`src/rtl/perip_bus_master.sv`:
```
// Peripheral bus initiator: takes one LSU load/store at a time, drives the
// word-addressed peripheral register bus, and turns partial stores into
// read-modify-write sequences because peripherals only take full words.
module perip_bus_master #(
   parameter int ADDR_W = 32,
   parameter int DATA_W = 32,
   parameter int RD_LAT = 1
) (
   input  logic              clk,
   input  logic              rst_n,
   input  logic              core_req_valid_i,
   output logic              core_req_ready_o,
   input  logic              core_req_we_i,
   input  logic [ADDR_W-1:0] core_req_addr_i,
   input  logic [DATA_W-1:0] core_req_wdata_i,
   input  logic [DATA_W/8-1:0] core_req_be_i,
   output logic              core_rsp_valid_o,
   output logic [DATA_W-1:0] core_rsp_rdata_o,
   input  logic              core_rsp_ready_i,
   output logic [ADDR_W-1:0] perip_r_addr_o,
   output logic [ADDR_W-1:0] perip_w_addr_o,
   output logic [DATA_W-1:0] perip_data_o,
   output logic              perip_r_enable_o,
   output logic              perip_w_enable_o,
   input  logic [DATA_W-1:0] perip_data_i
);

   localparam int BE_W = DATA_W / 8;

   // RMW_WAIT is the read-latency wait of a partial store; it behaves like
   // RD_WAIT but ends in a write instead of a response.
   typedef enum logic [2:0] {
      IDLE     = 3'd0,
      RD_ISSUE = 3'd1,
      RD_WAIT  = 3'd2,
      WR_ISSUE = 3'd3,
      RMW_WAIT = 3'd4,
      RESP     = 3'd5
   } state_t;

   state_t              state_q, state_d;
   logic [2:0]          cnt_q, cnt_d;
   logic                rmw_q, rmw_d;
   logic [ADDR_W-1:0]   req_addr_q, req_addr_d;
   logic [DATA_W-1:0]   req_wdata_q, req_wdata_d;
   logic [BE_W-1:0]     req_be_q, req_be_d;
   logic                ready_q, ready_d;
   logic                rsp_valid_q, rsp_valid_d;
   logic [DATA_W-1:0]   rdata_q, rdata_d;
   logic [ADDR_W-1:0]   r_addr_q, r_addr_d;
   logic [ADDR_W-1:0]   w_addr_q, w_addr_d;
   logic [DATA_W-1:0]   data_o_q, data_o_d;
   logic                r_en_q, r_en_d;
   logic                w_en_q, w_en_d;

   logic                handshake;
   logic                be_full;
   logic                be_none;
   logic                last_beat;
   logic [ADDR_W-1:0]   addr_aligned;
   logic [DATA_W-1:0]   merged;
   logic                unused_addr_lsbs;

   assign handshake        = core_req_valid_i & ready_q & (state_q == IDLE);
   assign be_full          = &core_req_be_i;
   assign be_none          = ~|core_req_be_i;
   assign last_beat        = (cnt_q == 3'd1);
   assign addr_aligned     = {core_req_addr_i[ADDR_W-1:2], 2'b00};
   assign unused_addr_lsbs = ^core_req_addr_i[1:0];

   // Byte-wise merge of the latched store data over the word just read back.
   generate
      for (genvar gi = 0; gi < BE_W; gi++) begin : g_merge
         assign merged[gi*8 +: 8] = req_be_q[gi] ? req_wdata_q[gi*8 +: 8]
                                                 : perip_data_i[gi*8 +: 8];
      end
   endgenerate

   // State register.
   always_ff @(posedge clk or negedge rst_n) begin
      if (!rst_n) state_q <= IDLE;
      else        state_q <= state_d;
   end

   // Next-state decode.
   always_comb begin
      state_d = state_q;
      case (state_q)
         IDLE: begin
            if (handshake) begin
               if (!core_req_we_i) state_d = RD_ISSUE;
               else if (be_full)   state_d = WR_ISSUE;
               else if (be_none)   state_d = RESP;
               else                state_d = RD_ISSUE;
            end
         end
         RD_ISSUE: state_d = rmw_q ? RMW_WAIT : RD_WAIT;
         RD_WAIT:  if (last_beat) state_d = RESP;
         RMW_WAIT: if (last_beat) state_d = WR_ISSUE;
         WR_ISSUE: state_d = RESP;
         RESP:     if (rsp_valid_q && core_rsp_ready_i) state_d = IDLE;
         default:  state_d = IDLE;
      endcase
   end

   // Output and datapath next values; every port is driven from a flop, so
   // strobes and handshakes are decoded from the upcoming state.
   always_comb begin
      cnt_d       = cnt_q;
      rmw_d       = rmw_q;
      req_addr_d  = req_addr_q;
      req_wdata_d = req_wdata_q;
      req_be_d    = req_be_q;
      rdata_d     = rdata_q;
      r_addr_d    = r_addr_q;
      w_addr_d    = w_addr_q;
      data_o_d    = data_o_q;
      ready_d     = (state_d == IDLE);
      r_en_d      = (state_d == RD_ISSUE);
      w_en_d      = (state_d == WR_ISSUE);
      // An empty store jumps straight to RESP but still answers one cycle
      // later, so the response is suppressed on the IDLE->RESP entry.
      rsp_valid_d = (state_d == RESP) && (state_q != IDLE);

      if (handshake) begin
         req_addr_d  = addr_aligned;
         req_wdata_d = core_req_wdata_i;
         req_be_d    = core_req_be_i;
         rmw_d       = core_req_we_i & ~be_full & ~be_none;
         rdata_d     = '0;
         if (state_d == RD_ISSUE) r_addr_d = addr_aligned;
         if (state_d == WR_ISSUE) begin
            w_addr_d = addr_aligned;
            data_o_d = core_req_wdata_i;
         end
      end

      case (state_q)
         RD_ISSUE: cnt_d = 3'(RD_LAT);
         RD_WAIT: begin
            cnt_d = cnt_q - 3'd1;
            if (last_beat) rdata_d = perip_data_i;
         end
         RMW_WAIT: begin
            cnt_d = cnt_q - 3'd1;
            if (last_beat) begin
               w_addr_d = req_addr_q;
               data_o_d = merged;
            end
         end
         RESP: rmw_d = 1'b0;
         default: ;
      endcase
   end

   // Datapath and output registers; reset also clears the latched request.
   always_ff @(posedge clk or negedge rst_n) begin
      if (!rst_n) begin
         cnt_q       <= '0;
         rmw_q       <= 1'b0;
         req_addr_q  <= '0;
         req_wdata_q <= '0;
         req_be_q    <= '0;
         ready_q     <= 1'b0;
         rsp_valid_q <= 1'b0;
         rdata_q     <= '0;
         r_addr_q    <= '0;
         w_addr_q    <= '0;
         data_o_q    <= '0;
         r_en_q      <= 1'b0;
         w_en_q      <= 1'b0;
      end else begin
         cnt_q       <= cnt_d;
         rmw_q       <= rmw_d;
         req_addr_q  <= req_addr_d;
         req_wdata_q <= req_wdata_d;
         req_be_q    <= req_be_d;
         ready_q     <= ready_d;
         rsp_valid_q <= rsp_valid_d;
         rdata_q     <= rdata_d;
         r_addr_q    <= r_addr_d;
         w_addr_q    <= w_addr_d;
         data_o_q    <= data_o_d;
         r_en_q      <= r_en_d;
         w_en_q      <= w_en_d;
      end
   end

   assign core_req_ready_o = ready_q;
   assign core_rsp_valid_o = rsp_valid_q;
   assign core_rsp_rdata_o = rdata_q;
   assign perip_r_addr_o   = r_addr_q;
   assign perip_w_addr_o   = w_addr_q;
   assign perip_data_o     = data_o_q;
   assign perip_r_enable_o = r_en_q;
   assign perip_w_enable_o = w_en_q;

endmodule

```
`config.mk`:
```
export PLATFORM = sky130hd
export DESIGN_NAME = perip_bus_master
export DESIGN_NICKNAME = d
export VERILOG_FILES = /design/src/rtl/perip_bus_master.sv
export SDC_FILE = /design/constraint.sdc
export NUM_CORES = 1
export LEC_CHECK = 0
export CAP_MARGIN = 10
export CORE_ASPECT_RATIO = 1.4
export CORE_MARGIN = 5
export CORE_UTILIZATION = 35
export DETAILED_ROUTE_END_ITERATION = 10
export GPL_TIMING_DRIVEN = 1
export PLACE_DENSITY_LB_ADDON = 0.08
export SYNTH_ARGS = -nofsm -noshare
export SYNTH_HDL_FRONTEND = slang
export SYNTH_SLANG_ARGS = --single-unit
```
`constraint.sdc`:
```
create_clock -name clk -period 2.5 [get_ports clk]
set_input_delay 0.25 -clock clk [delete_from_list [all_inputs] [get_ports clk]]
set_output_delay 0.25 -clock clk [all_outputs]
set_load 0.1 [all_outputs]
```
==> impl_metrics.py, run 1 <==
metrics = {
    "critical_path": {
        "source_of_the_worst_register_to_register_timing_path": "cnt_q[1]",
        "worst_setup_path_start_kind": "register",
        "critPathMaxFanout": 54,
        "reg2reg_setup_slack_ns": 0.52,
        "arrival_ns": 2.35,
        "worstPathBufferInverterCount": 2,
        "setup.worst_path.end_class": "register",
        "timing.setup.critical_path_class": "reg2reg",
        "required_ns": 2.88,
        "cpMaxStageDelayCell": "sky130_fd_sc_hd__dfrtp_1",
        "worstRegToRegCells": 7,
        "r2r_end": "perip_data_o[31]",
        "max_stage_delay_ns": 0.39,
        "timing.critical_path.max_delay_family": "simple AND/OR/NAND/NOR gates",
        "timing.critical_path.cells": "inv_1 -> ha_1 -> nor3b_2 -> nand2_4 -> buf_12 -> a211oi_1 -> a31oi_1",
    },
    "timing": {
        "hold_violations": 0,
        "setup_tns_ns": 0,
        "finalClockSkew_ns": 0.0142,
        "setup_viol": 0,
        "worst_pin_slew_ns": 0.660,
        "timing_max_transition_violations_final": 0,
        "maxClockFrequency_ghz": 0.506,
        "grt_setup_unrepaired": "false",
        "whs_ns": 0.313,
        "min_period_over_period_pct": 79.0,
        "max_slew_margin_pct": 56.0,
        "fin_crit_ns": 1.98,
    },
    "cells_and_area": {
        "finished_core_util_pct": 48.0,
        "final_net_count": 1053,
        "multi_input_area_um2": 3250,
        "layout-area-overhead-vs-synth_pct": 36.4,
        "regArea_um2": 5080,
        "layout_filler_cell_count": 2262,
        "layout-drive-gt1-share_pct": 30.1,
        "stdcell_area_um2": 11800,
    },
    "logic_synthesis": {
        "post_synth_instance_area_um2": 8620,
        "avgSynthCellArea_um2": 11.9,
        "synth.yosys.seq_area_share_pct": 59.0,
        "ys_ff_latch": 203,
        "synth-edff-count": 0,
        "postSynth.asyncResetShare_pct": 100,
        "synthFlopType": "sky130_fd_sc_hd__dfrtp_1",
        "netlist_instances": 721,
        "synth_cell_type_count": 46,
        "warnings_synthesis": 0,
    },
    "grt": {
        "grt_pass1_wl_um": 37400,
        "antenna_found_initial": 2,
        "groute.usage.overall_pct": 16.6,
        "first_global_vias": 6535,
        "grt_overflow_total": 0,
        "maximum_number_of_pins_on_one_net_before_global_route_repair": 75,
    },
    "floorplanning": {
        "floorplan.core_area_um2": 24500,
        "pin_count": 237,
        "full_die_area_um2": 27900,
        "chipHeight_um": 196,
        "die_width_um": 143,
        "row_count": 68,
        "floorplan.initialDensity_pct": 35.2,
    },
    "cts": {
        "cts.root.buffer_cell": "sky130_fd_sc_hd__clkbuf_16",
        "clock_edge_transition_at_the_registers_on_the_reported_setup_and_hold_paths_ns": 0.06,
        "clock_sinks": 203,
        "clk_path_buf_depth": 3,
        "post-cts-setup-buffer-count": 0,
        "numCtsBuffers": 23,
        "ctsResizeCount": 0,
        "clk-insertion-delay-late_ns": 0.51,
        "tritoncts_clock_tree": "built",
        "cts_max_level": 1,
    },
    "outcome": {
        "status": "complete, no violations",
    },
    "min_path": {
        "worst_hold_class": "in2async",
    },
    "drt": {
        "drt_pre_antenna_iters": 4,
        "routed-via-count": 6295,
        "drc_markers": 0,
        "routed_via_density": 4.94,
        "drt_iter0_drc": 186,
        "routed_wirelength_um": 23700,
        "route.detailed.wl_per_inst_um": 18.6,
        "ant_nets": 0,
    },
    "placed_design": {
        "dp_hpwl_um": 15800,
        "gp_routability_congestion": 0.764,
        "port_buffers": 232,
        "place_area_um2": 11000,
    },
    "run": {
        "drv_cap": 0,
    },
}
==> kinds of logic after synthesis <==
kind of cell	count (synthesis)	synth area share, %
muxes	96	13.8
other	1	0.0435
adders and majority gates	2	0.290
DFF	203	59.0
AOI/OAI and AO/OA	143	12.0
xor gates and xnor gates	1	0.102
and+or+nand+nor	217	11.3
buffers and inverters	58	3.53
==> flip-flops by register name, indices dropped and copies added (netlist names) <==
| name | cells |
|---|---|
| perip_w_enable_o | 1 |
| req_be_q | 4 |
| perip_w_addr_o | 32 |
| core_rsp_valid_o | 1 |
| perip_data_o | 32 |
| perip_r_enable_o | 1 |
| state_q | 3 |
| core_req_ready_o | 1 |
| perip_r_addr_o | 30 |
| cnt_q | 3 |
| req_addr_q | 30 |
| rmw_q | 1 |
| req_wdata_q | 32 |
| core_rsp_rdata_o | 32 |
==> synth_stat cells, types with 2 or more instances <==
| cell | n | share of area [%] |
|---|---|---|
| sky130_fd_sc_hd__nand3_1 | 2 | 0.12 |
| sky130_fd_sc_hd__mux2_4 | 29 | 5.1 |
| sky130_fd_sc_hd__and4_1 | 2 | 0.20 |
| sky130_fd_sc_hd__buf_2 | 21 | 1.2 |
| sky130_fd_sc_hd__nand2b_1 | 2 | 0.15 |
| sky130_fd_sc_hd__a211oi_1 | 33 | 2.9 |
| sky130_fd_sc_hd__ha_1 | 2 | 0.29 |
| sky130_fd_sc_hd__inv_1 | 6 | 0.26 |
| sky130_fd_sc_hd__and3_1 | 2 | 0.15 |
| sky130_fd_sc_hd__dfrtp_1 | 203 | 59 |
| sky130_fd_sc_hd__nor2_1 | 32 | 1.4 |
| sky130_fd_sc_hd__a22o_1 | 32 | 3.3 |
| sky130_fd_sc_hd__buf_6 | 4 | 0.52 |
| sky130_fd_sc_hd__a31oi_1 | 64 | 4.6 |
| sky130_fd_sc_hd__mux2_2 | 67 | 8.8 |
| sky130_fd_sc_hd__buf_4 | 8 | 0.70 |
| sky130_fd_sc_hd__or2_2 | 2 | 0.15 |
| sky130_fd_sc_hd__a21oi_1 | 4 | 0.23 |
| sky130_fd_sc_hd__nand2_1 | 128 | 5.6 |
| sky130_fd_sc_hd__clkbuf_1 | 18 | 0.78 |
| sky130_fd_sc_hd__nor2b_1 | 34 | 2.5 |
| sky130_fd_sc_hd__nand2_2 | 2 | 0.15 |
==> worst register-to-register path: stages (launching register included) <==
cell and delay, ns:
sky130_fd_sc_hd__dfrtp_1 0.39, sky130_fd_sc_hd__inv_1 0.08, sky130_fd_sc_hd__ha_1 0.21, sky130_fd_sc_hd__nor3b_2 0.32
sky130_fd_sc_hd__nand2_4 0.24, sky130_fd_sc_hd__buf_12 0.27, sky130_fd_sc_hd__a211oi_1 0.27, sky130_fd_sc_hd__a31oi_1 0.06
==> how the worst max path moves through the flow <==
stage                         end              from  slack, ns  depth (start not counted)
2_1_floorplan  perip_r_addr_o[10]  core_req_ready_o       0.35                          5
6_report         perip_data_o[31]          cnt_q[1]       0.52                          7
3_3_place_gp    perip_r_addr_o[2]  core_req_be_i[1]       0.21                          6
4_1_cts          perip_data_o[31]          cnt_q[1]       0.49                          7
5_1_grt           perip_data_o[3]          cnt_q[1]       0.30                          7
3_5_place_dp   perip_r_addr_o[14]  core_req_be_i[0]       0.23                          6
==> routing by layer <==
| layer | vias to the layer above | wire (µm) | track usage, % |
|---|---|---|---|
| li1 | 3002 | - | - |
| met1 | 3086 | 9930 | 21.1 |
| met2 | 161 | 11700 | 28.2 |
| met3 | 44 | 1420 | 3.67 |
| met4 | 2 | 666 | 5.11 |
| met5 | - | 13 | 0 |
==> layout make-up <==
cell class / count / share of cell area [%]
sequential: 203 / 43.2
antenna: 1 / 0.0213
inverter: 6 / 0.192
clock buffer: 30 / 5.38
multi-input combinational: 461 / 27.6
tap: 315 / 3.35
timing repair buffer: 251 / 19.4
clock inverter: 7 / 0.788
==> metrics by stage <==
stage          cells  worst slack, ns
3_3_place_gp    1235            0.210
3_5_place_dp    1235            0.232
2_1_floorplan    722            0.346
4_1_cts         1273            0.493
6_report        1274            0.524
5_1_grt         1274            0.299
==> layout by cell type (no fill, tap or decap), types with 2 or more instances in the layout <==
master,netlist,final
sky130_fd_sc_hd__a21oi_1,4,4
sky130_fd_sc_hd__and3_1,2,2
sky130_fd_sc_hd__bufinv_16,0,2
sky130_fd_sc_hd__buf_4,8,137
sky130_fd_sc_hd__nand2b_1,2,2
sky130_fd_sc_hd__clkbuf_8,0,4
sky130_fd_sc_hd__a31oi_1,64,64
sky130_fd_sc_hd__inv_6,0,2
sky130_fd_sc_hd__nand2_4,0,2
sky130_fd_sc_hd__ha_1,2,2
sky130_fd_sc_hd__clkbuf_16,0,23
sky130_fd_sc_hd__inv_1,6,6
sky130_fd_sc_hd__nand2_1,128,128
sky130_fd_sc_hd__nor2_1,32,32
sky130_fd_sc_hd__clkinv_2,0,3
sky130_fd_sc_hd__or2_2,2,2
sky130_fd_sc_hd__clkbuf_1,18,4
sky130_fd_sc_hd__conb_1,1,2
sky130_fd_sc_hd__nand3_1,2,2
sky130_fd_sc_hd__clkdlybuf4s50_1,0,101
sky130_fd_sc_hd__buf_12,0,11
sky130_fd_sc_hd__mux2_4,29,29
sky130_fd_sc_hd__nor2b_1,34,34
sky130_fd_sc_hd__a211oi_1,33,33
sky130_fd_sc_hd__dfrtp_1,203,203
sky130_fd_sc_hd__mux2_2,67,67
sky130_fd_sc_hd__a22o_1,32,32
==> what timing repair did <==
action / in CTS / in global routing
setup endpoints to repair: 0 / 0
endpoints found under the hold margin: 71 / 0
hold buffers: 1 / 0
Power of run 1 is not shown: default switching activity piles up to over one toggle a cycle in this logic, so the estimate is an artifact.
==> run 2, diff against run 1 <==
clock period = 1.7 ns   (was 2.5 ns; I/O delays follow)
==> run 2 against run 1 <==
Net effect: global-route usage is 0.88 points higher; register-to-register slack worse by 0.49 ns; critical endpoint is now perip_data_o[10]; final cell count up 4.5%; wire length is 8.9% higher; setup slack lost 0.49 ns; core utilization increased by 4.3 points; clock skew shrank 0.0019 ns; worst hold slack got worse by 0.13 ns; first-iteration DRC count grew 9.1%; critical path depth grew 1.
==> impl_metrics.py, run 2 (synthesis gave the netlist of run 1 again) <==
metrics = {
    "outcome": {
        "status": "complete, no violations",
    },
    "grt": {
        "antenna_found_initial": 0,
        "maximum_number_of_pins_on_one_net_before_global_route_repair": 44,
        "grt_pass1_wl_um": 39500,
        "grt.met1_usage_pct": 22.9,
        "gr-usage-met2_pct": 29.6,
        "groute.usage.overall_pct": 17.5,
        "globalRouteMet3Util_pct": 3.63,
        "first_global_vias": 6856,
        "gr-max-usage-layer": "met2",
        "grt_overflow_total": 0,
    },
    "drt": {
        "routed_wirelength_um": 25800,
        "routed_via_density": 4.94,
        "routed-via-count": 6575,
        "drt_iter0_drc": 203,
        "route.detailed.wl_per_inst_um": 19.4,
        "drc_markers": 0,
        "ant_nets": 0,
        "drt_pre_antenna_iters": 4,
    },
    "cts": {
        "clock_sinks": 203,
        "clk-insertion-delay-late_ns": 0.51,
        "cts.root.buffer_cell": "sky130_fd_sc_hd__clkbuf_16",
        "cts_max_level": 1,
        "clk_path_buf_depth": 3,
        "tritoncts_clock_tree": "built",
        "numCtsBuffers": 22,
        "clock_edge_transition_at_the_registers_on_the_reported_setup_and_hold_paths_ns": 0.06,
    },
    "cells_and_area": {
        "layout.cells.most_common": "sky130_fd_sc_hd__dfrtp_1",
        "post_layout_nonfiller_instances": 1331,
        "layout-area-overhead-vs-synth_pct": 48.6,
        "most-common-layout-cells": "202 x sky130_fd_sc_hd__dfrtp_1, 161 x sky130_fd_sc_hd__buf_4, 128 x sky130_fd_sc_hd__nand2_1",
        "stdcell_area_um2": 12800,
        "final_net_count": 1107,
        "antennaDiodeCount": 0,
        "layout-drive-gt1-share_pct": 37.9,
    },
    "floorplanning": {
        "chipHeight_um": 196,
        "full_die_area_um2": 27900,
        "row_count": 68,
        "die_width_um": 143,
        "pin_count": 237,
        "floorplan.core_area_um2": 24500,
        "floorplan.initialDensity_pct": 35.2,
    },
    "critical_path": {
        "worstPathBufferInverterCount": 3,
        "cpMaxStageDelayCell": "sky130_fd_sc_hd__dfrtp_1",
        "source_of_the_worst_register_to_register_timing_path": "cnt_q[1]",
        "arrival_ns": 2.06,
        "cp_launch_point": "cnt_q[1]",
        "cp_num_cells": 8,
        "timing.critical_path.max_delay_family": "buffers and inverters",
        "timing.setup.critical_path_class": "reg2reg",
        "required_ns": 2.09,
        "setup.worst_path.end_class": "register",
        "timing.critical_path.cells": "inv_2 -> ha_4 -> nor3b_4 -> buf_6 -> nand2_8 -> clkbuf_16 -> a211oi_1 -> a31oi_1",
        "max_stage_delay_ns": 0.39,
        "critPathMaxFanout": 7,
        "worst_setup_path_start_kind": "register",
        "worstRegToRegCells": 8,
    },
    "placed_design": {
        "dp_hpwl_um": 16800,
        "dp_worst_setup_slack_ns": -0.522,
        "post_place_cells": 1266,
        "gp_routability_congestion": 0.759,
        "place_area_um2": 11400,
        "port_buffers": 232,
    },
    "min_path": {
        "worst_hold_class": "in2async",
    },
    "timing": {
        "fin_crit_ns": 1.66,
        "min_period_over_period_pct": 97.7,
        "maxClockFrequency_ghz": 0.602,
        "grt_setup_unrepaired": "true",
        "post-route-worst-setup-slack_ns": 0.0386,
        "worst_pin_slew_ns": 0.750,
        "max_slew_margin_pct": 50.0,
        "finalClockSkew_ns": 0.0123,
        "setup_viol": 0,
        "hold_violations": 0,
        "timing_max_transition_violations_final": 0,
    },
    "run": {
        "drv_cap": 0,
    },
}
==> run 2: cell types whose count changed in the layout (fill, tap and decap cells not counted), sizes merged <==
cell | previous run | this run
clkinvlp | 0 | 2
clkbuf | 31 | 38
diode | 1 | 0
nand2 | 130 | 131
bufbuf | 0 | 1
clkinv | 3 | 4
a21oi | 5 | 6
buf | 148 | 195
inv | 8 | 6
==> run 2: timing repair <==
action / CTS / global route
pin swaps: 0 / 23
buffers inserted: 4 / 11
endpoints found under the hold margin: 101 / 0
cloned: 2 / 7
resized for setup: 14 / 46
setup endpoints to repair: 88 / 124
hold buffers: 1 / 0
==> run 2: through the flow <==
stage | TNS (ns) | utilization, % | hold WS (ns)
3_3_place_gp | -38.09 | 46.6 | 0.162
6_report | 0 | 52.3 | 0.179
3_5_place_dp | -42.45 | 46.6 | 0.158
5_1_grt | -0.606 | 52.3 | 0.183
4_1_cts | -0.0315 | 50.4 | 0.169
2_1_floorplan | -1.04 | - | -0.126
==> run 2: per-layer routing <==
layer	up-vias	part of all wire, %
li1	3110	-
met1	3257	42
met2	174	50
met3	34	5.9
met4	0	2.1
met5	-	0
==> run 2: cell type report <==
class	instances	area, µm²
Fill cell	2216	11700
Sequential cell	203	5080
Multi-Input combinational cell	463	3510
Timing Repair Buffer	304	3030
Clock buffer	32	658
Tap cell	315	394
Clock inverter	8	106
Inverter	6	22.5
==> run 2: final timing paths <==
check / endpoint / slack [ns]
worst min-delay path: core_rsp_rdata_o[5] / 0.18
worst max register to register: perip_data_o[10] / 0.04
min in group clk: perip_data_o[10] / 0.25
max in group asynchronous: perip_w_addr_o[20] / 0.95
worst min register to register: core_rsp_rdata_o[16] / 0.50
worst max-delay path: perip_data_o[10] / 0.04
Power of run 2 is left out for the same reason.
